## config.mk

```make
export PLATFORM = sky130hd
export DESIGN_NAME = input_scan_debouncer
export DESIGN_NICKNAME = d
export VERILOG_FILES = /design/src/rtl/input_scan_debouncer.sv
export SDC_FILE = /design/constraint.sdc
export NUM_CORES = 1
export LEC_CHECK = 0
export BUFFER_PORTS_ARGS = -buffer_cell sky130_fd_sc_hd__buf_2
export CORE_ASPECT_RATIO = 1.2
export CORE_MARGIN = 1.5
export CORE_UTILIZATION = 40
export CTS_CLUSTER_SIZE = 12
export DETAILED_ROUTE_END_ITERATION = 8
export SLEW_MARGIN = 0
export SYNTH_ARGS = -nofsm -noshare
export SYNTH_HDL_FRONTEND = slang
export SYNTH_SLANG_ARGS = --single-unit
```

## constraint.sdc

```tcl
create_clock -name clk -period 3.9 [get_ports clk]
set_input_delay 0.195 -clock clk [delete_from_list [all_inputs] [get_ports clk]]
set_output_delay 0.195 -clock clk [all_outputs]
set_load 0.02 [all_outputs]
```

## src/rtl/input_scan_debouncer.sv

```systemverilog
// input_scan_debouncer
//   Shared debounce engine: each noisy input gets a two-flop synchronizer, then a single
//   round-robin scan pointer visits one channel per prescaler period and updates that
//   channel's stability counter. The conditioned level flips after WAITTIME consecutive
//   visits that disagree with it; a one-clock edge pulse accompanies each flip.
//
// Parameters
//   CHANNELS  number of noisy inputs (1..16)
//   WAITTIME  consecutive disagreeing visits before the level flips (1..15)
//   SCAN_DIV  clocks between successive channel visits (1..255)
//
// Ports
//   clk           system clock
//   reset_n       asynchronous active-low reset
//   enable        scan enable; low freezes prescaler, pointer and counters
//   noisysignal   raw asynchronous inputs
//   conditioned   debounced levels
//   positiveedge  one-clock pulse on a 0->1 conditioned transition
//   negativeedge  one-clock pulse on a 1->0 conditioned transition
//   scan_ptr      index of the channel being visited
//
// Optional build macro SCAN_DEBOUNCER_IRQ_EN adds:
//   irq_clear     write-one-to-clear mask for irq_pending
//   irq_pending   sticky per-channel flag, set by any edge pulse of that channel
//   irq           OR of irq_pending
module input_scan_debouncer #(
    parameter int unsigned CHANNELS = 4,
    parameter int unsigned WAITTIME = 3,
    parameter int unsigned SCAN_DIV = 2,
    localparam int unsigned PW = $clog2((CHANNELS > 1) ? CHANNELS : 2),
    localparam int unsigned CW = $clog2(WAITTIME + 1),
    localparam int unsigned DW = $clog2(SCAN_DIV + 1)
) (
    input  logic                clk,
    input  logic                reset_n,
    input  logic                enable,
    input  logic [CHANNELS-1:0] noisysignal,
    output logic [CHANNELS-1:0] conditioned,
    output logic [CHANNELS-1:0] positiveedge,
    output logic [CHANNELS-1:0] negativeedge,
    output logic [PW-1:0]       scan_ptr
`ifdef SCAN_DEBOUNCER_IRQ_EN
    ,
    input  logic [CHANNELS-1:0] irq_clear,
    output logic [CHANNELS-1:0] irq_pending,
    output logic                irq
`endif
);

    logic [CHANNELS-1:0] sync1_q, sync2_q;
    logic [CW-1:0]       count_q [CHANNELS];
    logic [CW-1:0]       count_d [CHANNELS];
    logic [DW-1:0]       presc_q, presc_d;
    logic [PW-1:0]       ptr_q, ptr_d;
    logic [CHANNELS-1:0] cond_q, cond_d;
    logic [CHANNELS-1:0] pos_q, pos_d;
    logic [CHANNELS-1:0] neg_q, neg_d;
    logic                visit;

    // Synchronizer runs regardless of enable so the sampled level is always fresh.
    always_ff @(posedge clk or negedge reset_n) begin
        if (!reset_n) begin
            sync1_q <= '0;
            sync2_q <= '0;
        end else begin
            sync1_q <= noisysignal;
            sync2_q <= sync1_q;
        end
    end

    always_comb begin
        visit = enable && (presc_q == DW'(SCAN_DIV - 1));

        presc_d = presc_q;
        if (enable) begin
            presc_d = visit ? '0 : presc_q + 1'b1;
        end

        ptr_d = ptr_q;
        if (visit) begin
            ptr_d = (ptr_q == PW'(CHANNELS - 1)) ? '0 : ptr_q + 1'b1;
        end

        count_d = count_q;
        cond_d  = cond_q;
        pos_d   = '0;
        neg_d   = '0;
        if (visit) begin
            // Compare against each index so the pointer never indexes out of range.
            for (int unsigned i = 0; i < CHANNELS; i++) begin
                if (ptr_q == PW'(i)) begin
                    if (sync2_q[i] == cond_q[i]) begin
                        count_d[i] = '0;
                    end else if (count_q[i] == CW'(WAITTIME - 1)) begin
                        cond_d[i]  = sync2_q[i];
                        count_d[i] = '0;
                        pos_d[i]   = sync2_q[i];
                        neg_d[i]   = ~sync2_q[i];
                    end else begin
                        count_d[i] = count_q[i] + 1'b1;
                    end
                end
            end
        end
    end

    always_ff @(posedge clk or negedge reset_n) begin
        if (!reset_n) begin
            presc_q <= '0;
            ptr_q   <= '0;
            cond_q  <= '0;
            pos_q   <= '0;
            neg_q   <= '0;
            for (int unsigned i = 0; i < CHANNELS; i++) begin
                count_q[i] <= '0;
            end
        end else begin
            presc_q <= presc_d;
            ptr_q   <= ptr_d;
            cond_q  <= cond_d;
            pos_q   <= pos_d;
            neg_q   <= neg_d;
            for (int unsigned i = 0; i < CHANNELS; i++) begin
                count_q[i] <= count_d[i];
            end
        end
    end

    assign conditioned  = cond_q;
    assign positiveedge = pos_q;
    assign negativeedge = neg_q;
    assign scan_ptr     = ptr_q;

`ifdef SCAN_DEBOUNCER_IRQ_EN
    logic [CHANNELS-1:0] pend_q, pend_d;

    // Set term is OR-ed last so a new edge wins over a simultaneous clear.
    always_comb begin
        pend_d = (pend_q & ~irq_clear) | pos_q | neg_q;
    end

    always_ff @(posedge clk or negedge reset_n) begin
        if (!reset_n) begin
            pend_q <= '0;
        end else begin
            pend_q <= pend_d;
        end
    end

    assign irq_pending = pend_q;
    assign irq         = |pend_q;
`endif

endmodule

```

==> flow_results.org <==
** Critical path
- Endpoint required time on the critical path :: 4110 ps
- The worst register-to-register path ends at conditioned[2].
- The slowest stage of the critical path belongs to the cell or3b_4.
- Worst reg2reg path startpoint :: scan_ptr[0]
- Minimum setup slack among reg-to-reg paths :: 2160 ps
- Data arrival, critical path :: approximately 2000 ps
- The critical path runs through a total of 5 cells.
- The worst setup path is of the reg -> reg kind.
- The worst setup path is launched from a register.
- Number of cells traversed by the worst register-to-register path :: 5
- The most critical setup path has its startpoint at scan_ptr[0].
- Worst Setup EP :: conditioned[2]
- Ordered cell list for the critical path :: inv_1 -> ha_1 -> nand4b_1 -> or3b_4 -> mux2_4
- Highest cell delay on the worst timing path :: 460 ps
- Counting both buffers and inverters, the worst setup path holds a total of 1.
- STA classifies the critical path endpoint as a register.
- In this design, the largest share of critical-path delay is due to simple AND/OR/NAND/NOR gates.
- CP max FO :: 6

** Run
- Across the run, the number of max-cap violations was 0.

** Placement
- Instance area at placement :: 1390 um2
- Number of cells in the design after placement :: 136
- Total of buffers placed on input and output ports :: 20
- OpenSTA, run right after detailed placement, puts the worst setup slack at 2170 ps.
- Placed wire-length estimate after detailed placement :: roughly 1.1 mm
- Routability-driven placement finished with a final weighted congestion of 0.685.

** Floorplanning
- The floorplan step set the die width to 54.1 um.
- Boundary pin count :: 21
- The core region is just over 3000 um2.
- The die is roughly 64 um tall.
- The initialized floorplan defines 22 standard-cell rows.
- Initial Util :: 41.3%
- The die covers 3470 um2.

** Power and ir drop
- IR analysis of the VDD net gives a maximum drop of 0.425 mV.
- Sequential group share of total power :: between 50% and 60%
- Internal cell power :: ~630 uW
- Power density normalized to cell area :: roughly 600 nW/um2
- For this design the total switching power over the nets is roughly 270 uW.
- Proportion of power drawn by the clock network :: 22.4%
- Leakage power :: 0.734 nW
- Power, Total :: 902 uW
- Combinational logic is responsible for 25.3% of the overall power.
- In this run switching power makes up 30.1% of total power.

** Timing
- RSZ-0062 raised after global routing :: false
- Setup violators final :: 0
- The tightest hold path in the finished design has a slack of 139 ps.
- Max Freq :: 0.576 GHz
- The worst pin sits at a relative slew slack of a little over half.
- Counting I/O delays and the setup requirement, the final critical path takes about 1700 ps.
- Pins over their slew limit :: 0
- Final hold viol count :: 0
- The worst path uses 44.5% of the clock period.
- Setup TNS Final :: 0 ps
- Worst-Margin Slew :: 679 ps
- Across the routed clock network, the largest skew measured is 5.64 ps.
- In the post-route analysis, the smallest setup slack over all paths is 2160 ps.

** Finish
- Count of placed standard cells in the final layout, fillers left out :: 148
- 0 antenna diodes ended up in the layout.
- Final design utilization :: 49.8%
- Nets :: 123
- After filler insertion, the fill cell instance count of the layout stands at 284.
- The multi-input combinational cells in the finished layout cover a total of 438 um2.
- Fraction of layout instances using a drive strength above 1 :: 39.3%
- Registers take approximately 800 um2.
- Compared with the post-synthesis result, the final layout area differs by 20.4%.
- Once layout is done, the placed cells without fillers occupy 1510 um2.

** CTS
- Root Buffer :: clkbuf_4
- CTS buffer count :: 5
- After clock tree synthesis, the setup repair step added 0 buffers.
- Clock-pin slew was measured on the worst setup and hold paths at around 90 ps.
- Hold repair after CTS inserted 5 buffers.
- For the worst-skew pair, the clock arrives at the later sink with an insertion delay of 320 ps.
- No sink is reached through more buffers than the 2 on the longest clock path.
- TritonCTS Sinks :: 32
- In this run, post-CTS repair resized a total of 0 instances.
- TritonCTS clock tree :: done
- The H-tree was split into 2 levels.

** Synth
- Seq/Total Area, Yosys :: 64.0%
- Distinct cell type count after synthesis :: 16
- After Yosys synthesis, XOR and XNOR cells account for around 3.5% of the synthesized area.
- Synthesized area per cell :: 15.4 um2
- Number of nets in the synthesized netlist :: 92
- Adder and majority cell fraction of the synthesized area :: under 10%
- The synthesized netlist devotes 4.40% of its cell area to compound gates.
- Number of warning messages in the yosys log :: 0
- Of the post-synthesis cell area, the part taken by muxes is 9.30%.
- Synthesis handed over a netlist of 81 instances.
- Number of flip-flops and latches in the synthesized netlist :: 32
- By area, the combinational part of the netlist is dominated by simple AND/OR/NAND/NOR gates.
- Simple logic cell fraction of the synthesized area :: roughly 14%
- The mapped netlist covers 1250 um2.

** Worst hold path
- The worst hold path begins at enable.
- Path category of the worst min-delay check :: in -> reg

** Status
- Status :: finished clean

** Global routing
- Global routing finished with a remaining overflow of 0.
- Number of antenna violations at the first check in global routing :: 0
- The first global-routing pass estimated 3.01 mm of wire.
- Largest net degree at the start of global routing :: 33
- Total routing resource utilization after global routing :: between 10 and 15%
- The number of global-route vias before repair is 708.

** Routing
- For this block, the initial DRC count from the detailed router was 12.
- For this run, design rule violations remaining after detail routing come to 0.
- Once detail routing completed, the nets flagged for antenna violations numbered 0.
- First-pass detailed-route iteration total :: 4
- Detailed routing inserted a total of 719 vias.
- WL/cell :: 11.7 um
- Detailed-route wire length :: 1.73 mm
- Vias per std cell :: 4.86
==> area by class of cell <==
class | count | area share [%]
Clock buffer | 7 | 4.32
Inverter | 2 | 0.498
Multi-Input combinational cell | 46 | 29.1
Sequential cell | 32 | 53.2
Tap cell | 36 | 2.99
Timing Repair Buffer | 25 | 9.97
==> per-layer routing <==
metal  part of all wire, %  GRT usage, %  vias up
met3                   4.9          8.64        5
met1                    46          14.9      348
met4                   2.4          7.50        0
met5                     0             0        -
li1                      -             -      349
met2                    46          16.9       17
==> power groups by stage <==
stage | logic [mW] | clock network (mW) | registers (mW)
finish | 0.228 | 0.202 | 0.472
global route | 0.251 | 0.227 | 0.485
CTS | 0.232 | 0.214 | 0.472
detailed placement | 0.226 | 0 | 0.479
global placement | 0.225 | 0 | 0.473
floorplan | 0.143 | 0 | 0.498
==> flip-flops by register name, indices dropped and copies added, names as in the netlist <==
signal        count
positiveedge      4
sync1_q           4
conditioned       4
negativeedge      4
scan_ptr          2
count_q           8
sync2_q           4
presc_q           2
==> cell usage in the layout (no fill, tap or decap), drive strengths merged <==
master / synthesis / layout
a21boi: 1 / 1
a21o: 1 / 1
a22o: 4 / 4
buf: 0 / 20
clkbuf: 1 / 7
dfrtp: 32 / 32
dlygate4sd3: 0 / 5
ha: 4 / 4
inv: 2 / 2
mux2: 9 / 9
nand3b: 1 / 1
nand4b: 4 / 4
nor3: 5 / 5
nor3b: 8 / 8
or3b: 4 / 4
xnor2: 4 / 4
xor2: 1 / 1
==> logic make-up after synthesis <==
logic type               Yosys count
XOR/XNOR                           5
buffers and inverters              3
adder cells (fa/ha/maj)            4
AND/OR/NAND/NOR                   22
AO/OA/AOI/OAI                      6
flip-flops                        32
multiplexers                       9
==> cells in the mapped netlist, drive strengths merged <==
cell    instances  share of area (%)
nand4b          4                2.8
nand3b          1               0.60
xor2            1               0.70
mux2            9                9.3
clkbuf          1               0.40
or3b            4                3.6
a21o            1               0.60
a22o            4                3.2
nor3b           8                4.8
a21boi          1               0.60
xnor2           4                2.8
nor3            5                2.0
ha              4                4.0
inv             2               0.60
dfrtp          32                 64
==> how the worst min path moves through the flow <==
stage / end / cells after the start
after global placement: sync2_q[2] / 1
after detailed placement: sync2_q[2] / 1
after global routing: presc_q[0] / 2
final: presc_q[0] / 2
after CTS: presc_q[0] / 2
after floorplan: conditioned[0] / 0
Power figures use the tool's default switching activity.
